## src/rtl/sdram_arb_pkg.sv

```systemverilog
// sdram_arb_pkg: shared state encoding and default widths for the sdram port arbiter
package sdram_arb_pkg;
  typedef enum logic [1:0] {
    IDLE    = 2'd0,
    ISSUE   = 2'd1,
    WAIT_RD = 2'd2,
    RECOVER = 2'd3
  } state_t;
  localparam int DEF_ADDR_W = 24;
  localparam int DEF_DATA_W = 8;
  localparam int BANK_W = 2;
endpackage

```

## src/rtl/sdram_port_arbiter_rr_pick.sv

```systemverilog
// rr_pick: combinational round-robin selector, first request at or after ptr wrapping modulo N
module rr_pick #(
  parameter int N = 4,
  parameter int IW = $clog2(N)
) (
  input  logic [N-1:0]  req,
  input  logic [IW-1:0] ptr,
  output logic [N-1:0]  gnt,
  output logic [IW-1:0] idx,
  output logic          valid
);
  logic [IW-1:0] k;
  // scan offsets 0..N-1 from ptr, first hit wins
  always_comb begin
    k = '0;
    idx = '0;
    valid = 1'b0;
    for (int i = 0; i < N; i++) begin
      k = IW'((int'(ptr) + i) % N);
      if (!valid && req[k]) begin
        valid = 1'b1;
        idx = k;
      end
    end
    gnt = valid ? N'(1) << idx : '0;
  end
endmodule

```

## src/rtl/sdram_port_arbiter.sv

```systemverilog
// sdram_port_arbiter: shares one sdram_controller host port among NUM_PORTS requesters,
// one transaction at a time, with read-return timeout. Define PORT0_PRIORITY_EN to make
// port 0 strict highest priority with ports 1..NUM_PORTS-1 round-robin among themselves.
module sdram_port_arbiter
  import sdram_arb_pkg::*;
#(
  parameter int NUM_PORTS = 4,
  parameter int ADDR_W = DEF_ADDR_W,
  parameter int DATA_W = DEF_DATA_W,
  parameter int RD_TIMEOUT = 255
) (
  input  logic                        clk,
  input  logic                        reset_n,
  input  logic [NUM_PORTS-1:0]        p_req,
  input  logic [NUM_PORTS-1:0]        p_we,
  input  logic [NUM_PORTS*ADDR_W-1:0] p_addr,
  input  logic [NUM_PORTS*BANK_W-1:0] p_bank,
  input  logic [NUM_PORTS*DATA_W-1:0] p_wdata,
  output logic [NUM_PORTS-1:0]        p_gnt,
  output logic [DATA_W-1:0]           p_rdata,
  output logic [NUM_PORTS-1:0]        p_rvalid,
  output logic                        rd_timeout,
  output logic                        rd_req,
  output logic                        wr_req,
  output logic [ADDR_W-1:0]           in_addr,
  output logic [DATA_W-1:0]           wr_data,
  output logic [BANK_W-1:0]           bank_addr,
  input  logic                        rd_gnt,
  input  logic                        wr_gnt,
  input  logic                        rd_data_valid,
  input  logic [DATA_W-1:0]           rd_data
);
  localparam int IW = $clog2(NUM_PORTS);
  state_t state, nxt;
  logic [IW-1:0] rr_ptr, owner, pk_idx, sel_idx, inc_ptr, nxt_ptr;
  logic [NUM_PORTS-1:0] pk_req, pk_gnt;
  logic [7:0] cnt;
  logic pk_valid, any, sel_we, we_r, granted, timeout_hit;
  rr_pick #(.N(NUM_PORTS), .IW(IW)) u_pick (
    .req(pk_req), .ptr(rr_ptr), .gnt(pk_gnt), .idx(pk_idx), .valid(pk_valid)
  );
  assign inc_ptr = (owner == IW'(NUM_PORTS - 1)) ? '0 : owner + 1'b1;
`ifdef PORT0_PRIORITY_EN
  localparam logic [IW-1:0] PTR_RST = IW'(1);
  assign pk_req = p_req & ~NUM_PORTS'(1);
  assign any = p_req[0] | pk_valid;
  assign sel_idx = p_req[0] ? '0 : pk_idx;
  assign sel_we = p_req[0] ? p_we[0] : |(p_we & pk_gnt);
  assign nxt_ptr = (inc_ptr == '0) ? IW'(1) : inc_ptr;
`else
  localparam logic [IW-1:0] PTR_RST = '0;
  assign pk_req = p_req;
  assign any = pk_valid;
  assign sel_idx = pk_idx;
  assign sel_we = |(p_we & pk_gnt);
  assign nxt_ptr = inc_ptr;
`endif
  assign granted = (state == ISSUE) && (we_r ? wr_gnt : rd_gnt);
  assign timeout_hit = (state == WAIT_RD) && !rd_data_valid && (cnt == 8'(RD_TIMEOUT - 1));
  // state register
  always_ff @(posedge clk or negedge reset_n) begin
    if (!reset_n) state <= IDLE;
    else state <= nxt;
  end
  // next-state: arbitrate, wait for grant, wait for read data, one recovery bubble
  always_comb begin
    nxt = state;
    unique case (state)
      IDLE:    nxt = any ? ISSUE : IDLE;
      ISSUE:   nxt = granted ? (we_r ? RECOVER : WAIT_RD) : ISSUE;
      WAIT_RD: nxt = (rd_data_valid || timeout_hit) ? RECOVER : WAIT_RD;
      RECOVER: nxt = IDLE;
    endcase
  end
  // controller requests are held for the whole ISSUE state only
  always_comb begin
    rd_req = (state == ISSUE) && !we_r;
    wr_req = (state == ISSUE) && we_r;
  end
  // latched request fields, round-robin pointer, wait counter and one-cycle port pulses
  always_ff @(posedge clk or negedge reset_n) begin
    if (!reset_n) begin
      rr_ptr <= PTR_RST;
      owner <= '0;
      we_r <= 1'b0;
      in_addr <= '0;
      bank_addr <= '0;
      wr_data <= '0;
      cnt <= '0;
      p_gnt <= '0;
      p_rvalid <= '0;
      p_rdata <= '0;
      rd_timeout <= 1'b0;
    end else begin
      p_gnt <= '0;
      p_rvalid <= '0;
      rd_timeout <= 1'b0;
      cnt <= (state == WAIT_RD) ? cnt + 8'd1 : '0;
      if (state == IDLE && any) begin
        owner <= sel_idx;
        we_r <= sel_we;
        in_addr <= p_addr[sel_idx*ADDR_W +: ADDR_W];
        bank_addr <= p_bank[sel_idx*BANK_W +: BANK_W];
        wr_data <= p_wdata[sel_idx*DATA_W +: DATA_W];
      end
      if (granted) begin
        p_gnt <= NUM_PORTS'(1) << owner;
        rr_ptr <= nxt_ptr;
      end
      if (state == WAIT_RD && rd_data_valid) begin
        p_rdata <= rd_data;
        p_rvalid <= NUM_PORTS'(1) << owner;
      end
      if (timeout_hit) rd_timeout <= 1'b1;
    end
  end
endmodule

```

## config.mk

```make
export PLATFORM = sky130hd
export DESIGN_NAME = sdram_port_arbiter
export DESIGN_NICKNAME = d
export VERILOG_FILES = /design/src/rtl/sdram_arb_pkg.sv /design/src/rtl/sdram_port_arbiter_rr_pick.sv /design/src/rtl/sdram_port_arbiter.sv
export SDC_FILE = /design/constraint.sdc
export NUM_CORES = 1
export LEC_CHECK = 0
export BUFFER_PORTS_ARGS = -buffer_cell sky130_fd_sc_hd__buf_2
export CAP_MARGIN = 20
export CORE_AREA = 2 2 94 96
export CTS_CLUSTER_DIAMETER = 80
export DETAILED_ROUTE_END_ITERATION = 8
export DIE_AREA = 0 0 96 98
export PLACE_DENSITY = 0.78
export SYNTH_ARGS = -nofsm -noshare
export SYNTH_HDL_FRONTEND = slang
export SYNTH_SLANG_ARGS = --single-unit
```

## constraint.sdc

```tcl
create_clock -name clk -period 2.29 [get_ports clk]
set_input_delay 0.1145 -clock clk [delete_from_list [all_inputs] [get_ports clk]]
set_output_delay 0.1145 -clock clk [all_outputs]
set_load 0.05 [all_outputs]
```

== Word-level counts from Yosys, hierarchy flattened ==
Index checks and enable logic that the tools add are counted.
Storage, ports and cells
  register bits after elaboration: 66
  word-level logic and storage cells: 79
Operators by class
  add/subtract/negate cells: 5
  multiply operators: 1
  $lt $le $gt $ge: 4
  equality and inequality tests: 5
  shift operators: 5
  multiplexer cells: 28
  bitwise gates (word level): 1
  reductions and logical operators: 18
Operators with widths (number)
  $shiftx A96 B8 Y24: 1
  $shiftx A32 B6 Y8: 1
  $mux W1: 13
  $lt A2 B3 Y1 const B: 4
  $mux W2: 6
  $mux W4: 3
  $logic_and A1 B1 Y1: 10
  $add A8 B1 Y8 const B: 1
  $bmux W1 S2: 4
  $eq A8 B8 Y1 const B: 1
  $mux W8: 1
  $pmux W2 S4: 1
  $shiftx A8 B4 Y2: 1
  $shl A1 B2 Y4 const A: 2
  $eq A2 B2 Y1 const B: 3
  $logic_not A1 Y1: 5
  $add A2 B1 Y2 const B: 2
  $add A2 B2 Y2 const B: 2
  $and A4 B4 Y4: 1
  $mul A2 B2 Y4 const B: 1
  $reduce_or A4 Y1: 1
  $eq A2 B1 Y1 const B: 1
  $logic_not A2 Y1: 1
  $logic_or A1 B1 Y1: 1

== Depth between registers and ports, before layout ==
  depth in word-level cells: 16
  mapped depth: 8

== Modules after synthesis ==
A second synthesis with hierarchy kept.
Unflattened totals
  cell total of the unflattened synthesis: 335
  area, all modules: 3852.4 um^2
Modules (own cells, without submodules)
  sdram_port_arbiter: times used 1, cells an instance 302, area each 3641.0 um^2, sequential area each 1651.6 um^2
  rr_pick: times used 1, cells an instance 33, area each 211.5 um^2, sequential area each 0.0 um^2

== Least setup slack after synthesis ==
OpenSTA, ideal clock, no wires.
  kind: register -> register
  from: register rr_ptr[1]
  to: register in_addr[19]
  setup time: 121 ps
  data arrival time: 1534 ps
  data required time: 2169 ps
  path slack: 635 ps
  stages on the path, launching flop included: 7
  cells stage by stage: dfrtp_1 or4_1 buf_4 buf_6 nand3_1 a21oi_1 o22a_1
Between the ends
  cells in the longest elaborated chain, start to end: 14
  elaborated cells on any way between the ends: 28
RTL lines
  start: declaration: RTL line sdram_port_arbiter.sv:35  | logic [IW-1:0] rr_ptr, owner, pk_idx, sel_idx, inc_ptr, nxt_ptr;
  start signal: assignment: RTL line sdram_port_arbiter.sv:108  | rr_ptr <= nxt_ptr;
  branches (longest 14 deep; another with $mul A2 B2 Y4)
  end signal: assignment: RTL line sdram_port_arbiter.sv:102  | in_addr <= p_addr[sel_idx*ADDR_W +: ADDR_W];
  end: declaration: RTL line sdram_port_arbiter.sv:25  | output logic [ADDR_W-1:0] in_addr,
Several ways; the timed one is not identified. The select of a mux whose other input is x is not followed.
A chain may end at the register's enable or synchronous reset.

== Final worst setup path ==
  from: register rr_ptr[1]
  to: register we_r
Between the ends
  cells in the longest elaborated chain, start to end: 16
  elaborated cells on any way between the ends: 30
RTL lines
  branches (longest 16 deep; another with $add A2 B1 Y2)
  end signal: assignment: RTL line sdram_port_arbiter.sv:101  | we_r <= sel_we;
  end: declaration: RTL line sdram_port_arbiter.sv:38  | logic pk_valid, any, sel_we, we_r, granted, timeout_hit;
Several ways; the timed one is not identified. The select of a mux whose other input is x is not followed.

==> flow_summary_export.csv <==
group,metric,value,unit
grt,grt_max_degree,67,
floorplan,ios,210,
detailed_routing,postRouteAntennaNets,0,
layout,antenna_cells,0,
timing,finalSetupViolations,0,
place,dpl-instance-area,4850,um^2
floorplan,die_y,98,um
detailed_routing,drc,0,
power,cell_internal_pwr,3650,uW
detailed_routing,num_vias,3957,
timing,worst_pin_slew,0.838,ns
detailed_routing,first_iter_violations,133,
setup_path,startpoint_type,"flop",
setup_path,cp_cell_sequence,"o21ai_0 -> a211o_1 -> buf_4 -> nand2_1 -> a21boi_0 -> o32a_1",
worst_hold_path,min_path_type,"input pin to flop",
floorplan,die-area,9410,um^2
floorplan,core_area,8470,um^2
logic_synthesis,synth_area,3670,um^2
setup_path,critPathMaxStageDelay,0.49,ns
logic_synthesis,ys_top_cells_by_count,"66 x dfrtp_1, 41 x o21ai_0, 39 x nand3_1, 36 x a21oi_1",
detailed_routing,wl_per_cell,17.8,um
grt,grt_use_total,26.0,%
grt,first_global_vias,3844,
timing,finalCritPeriodShare,85.7,%
power,power.switching,3780,uW
power,power_density,1470,nW/um^2
logic_synthesis,ys_types,41,
logic_synthesis,ys_ff_latch,66,
clock_tree,clockBufferDepth,2,
logic_synthesis,async_flop_share,100,%
timing,fin_setup_tns,0,ns
logic_synthesis,synth_nets,532,
grt,globalRouteMet1Util,34.4,%
clock_tree,cts_max_level,3,
setup_path,crit_slowest_cell,"dfrtp_1",
clock_tree,clk_latency,0.34,ns
floorplan,placementRows,34,
floorplan,die_x,96,um
grt,use_met2,41.4,%
grt,busiest_layer,"met2",
timing,slew-limit-headroom,44.1,%
clock_tree,cts.sinks,66,
layout,syn2layout_area_growth,37.9,%
logic_synthesis,synth_most_common_cell,"dfrtp_1",
grt,grt_overflow,0,
clock_tree,cts_setup_buffers,0,
logic_synthesis,yosys.area.top_type,"dfrtp_1",
logic_synthesis,synth-edff-count,0,
timing,hold_ws,0.00889,ns
power,pwr-share-clk,13.2,%
clock_tree,cts_tree,"done",
logic_synthesis,synth_top_area_share,45.0,%
power,power_frac_seq,26.3,%
layout,finish.instance_area,5060,um^2
logic_synthesis,synthCells,369,
outcome,status,"finished clean",
power,switching_share,50.9,%
setup_path,cp.required,2.51,ns
place,gp_congestion,0.902,
clock_tree,cts_buffers,9,
grt,globalRouteMet3Util,5.48,%
place,port_buffers,209,
power,power_frac_comb,60.5,%
grt,grt_pass1_wl,18800,um
setup_path,crit_arrival,2.19,ns
timing,fin_crit,1.96,ns
setup_path,end_kind,"flop",
flow_run,cap_violations,0,
layout,fillers,784,
detailed_routing,avgViaCountPerCell,5.77,
power,p_leak,0.00247,uW
grt,antenna_found_initial,0,
detailed_routing,dr.pass1.iters,6,
timing,rsz0062_at_grt,"no",
detailed_routing,routed_wl,12200,um
timing,final-hold-violation-count,0,
logic_synthesis,synth_area_leaders,"dfrtp_1 45%, a221o_1 9.3%, o22a_1 8.1%",
setup_path,crit_fanout,35,
setup_path,path_class,"flop to flop",
place,hpwlAfterDp,9020,um
logic_synthesis,yosysSeqAreaShare,45.0,%
timing,timing.fmax,509,MHz
layout,layout-drive-gt1-share,44.1,%
timing,finClkSkew,0.0129,ns
logic_synthesis,yosysWarnings,0,
layout,nNetsFinal,737,
power,p_total,7420,uW
logic_synthesis,avgSynthCellArea,9.95,um^2
clock_tree,clock-root-buffer,"clkbuf_8",
power,vdd_drop_max,0.000680,V
logic_synthesis,synth_ff_type,"dfrtp_1",
timing,drv_slew,0,
floorplan,initial_core_util,43.4,%
clock_tree,path_clk_slew,0.07,ns
[timing repair]
action | 4_1_cts | 5_1_grt
hold buffers | 2 | 0
endpoints found under the hold margin | 20 | 0
resized for setup | 0 | 0
[layer usage]
metal | up-vias | wire [um]
met5 | - | 0
met3 | 28 | 845
met1 | 1906 | 4980
met2 | 195 | 6060
met4 | 0 | 317
li1 | 1828 | -
[kinds of logic (layout without fill, tap and decap cells)]
group	after synthesis	in the layout	synth area share, %
xor+xnor	6	6	1.43
mux	9	9	2.76
compound gates	157	157	31.1
flops	66	66	45.0
fa+ha+maj	6	6	2.04
buf+inv	38	247	5.32
simple gates	87	87	12.4
[final cells by class]
type	instances	area, um^2	area share (%)
multi-input combinational	265	1850	36.6
sequential	66	1650	32.6
timing repair buffer	227	1210	23.9
clock buffer	11	141	2.79
tap	108	135	2.67
clock inverter	4	52.6	1.04
inverter	5	18.8	0.371
[flip-flops by register name (all words and copies together), names as in the netlist, named ones only]
signal / cells
owner: 2
rr_ptr: 2
wr_data: 8
bank_addr: 2
p_rdata: 8
cnt: 8
in_addr: 24
p_rvalid: 4
rd_timeout: 1
state: 1
we_r: 1
p_gnt: 4
[power by group through the flow]
stage               combinational [uW]  clock, uW  sequential [uW]
finish                            4490        978             1950
global route                      4800       1050             2000
CTS                               4520        994             1940
detailed placement                4510          0             1960
global placement                  4410          0             1940
floorplan                         1910          0             3310
[critical path: cells and delay by family, from the launching register on]
kind | cells | cell delay, ns
buffers and inverters | 1 | 0.35
AOI/OAI and AO/OA | 4 | 0.86
and+or+nand+nor | 1 | 0.14
DFF | 1 | 0.49
[final timing paths]
check | start | slack (ns) | cells past startpoint | to
max | rr_ptr[1] | 0.33 | 6 | we_r
min | rd_data[1] | 0.009 | 2 | p_rdata[1]
max reg2reg | rr_ptr[1] | 0.33 | 6 | we_r
min reg2reg | in_addr[21] | 0.50 | 1 | in_addr[21]
max in group asynchronous | reset_n | 1.24 | 3 | in_addr[17]
min in group asynchronous | reset_n | 0.50 | 3 | in_addr[10]
[layout by cell type, fill, tap and decap left out, types with 2 or more instances in the layout]
master,instances
clkinvlp_4,3
nor2b_1,4
nand3_1,39
dfrtp_1,66
dlygate4sd3_1,2
nor2_1,13
buf_12,2
and2_1,5
xor2_1,5
and3_1,5
buf_2,209
inv_1,5
nand2_1,10
or3_1,2
o21ai_0,41
a221o_1,34
ha_1,6
clkbuf_8,10
buf_4,14
mux2_2,9
nand2b_1,2
a21oi_1,36
a211o_1,2
o22a_1,34
[stage by stage]
stage                     setup slack (ns)  utilization, %  instances
after floorplan                      0.635               -        369
after CTS                            0.335            59.8        686
after detailed placement             0.363            57.3        669
final                                0.327            59.8        686
after global routing                 0.193            59.8        686
after global placement               0.404            57.3        669
Note: power is estimated with default switching activity, not from simulation.
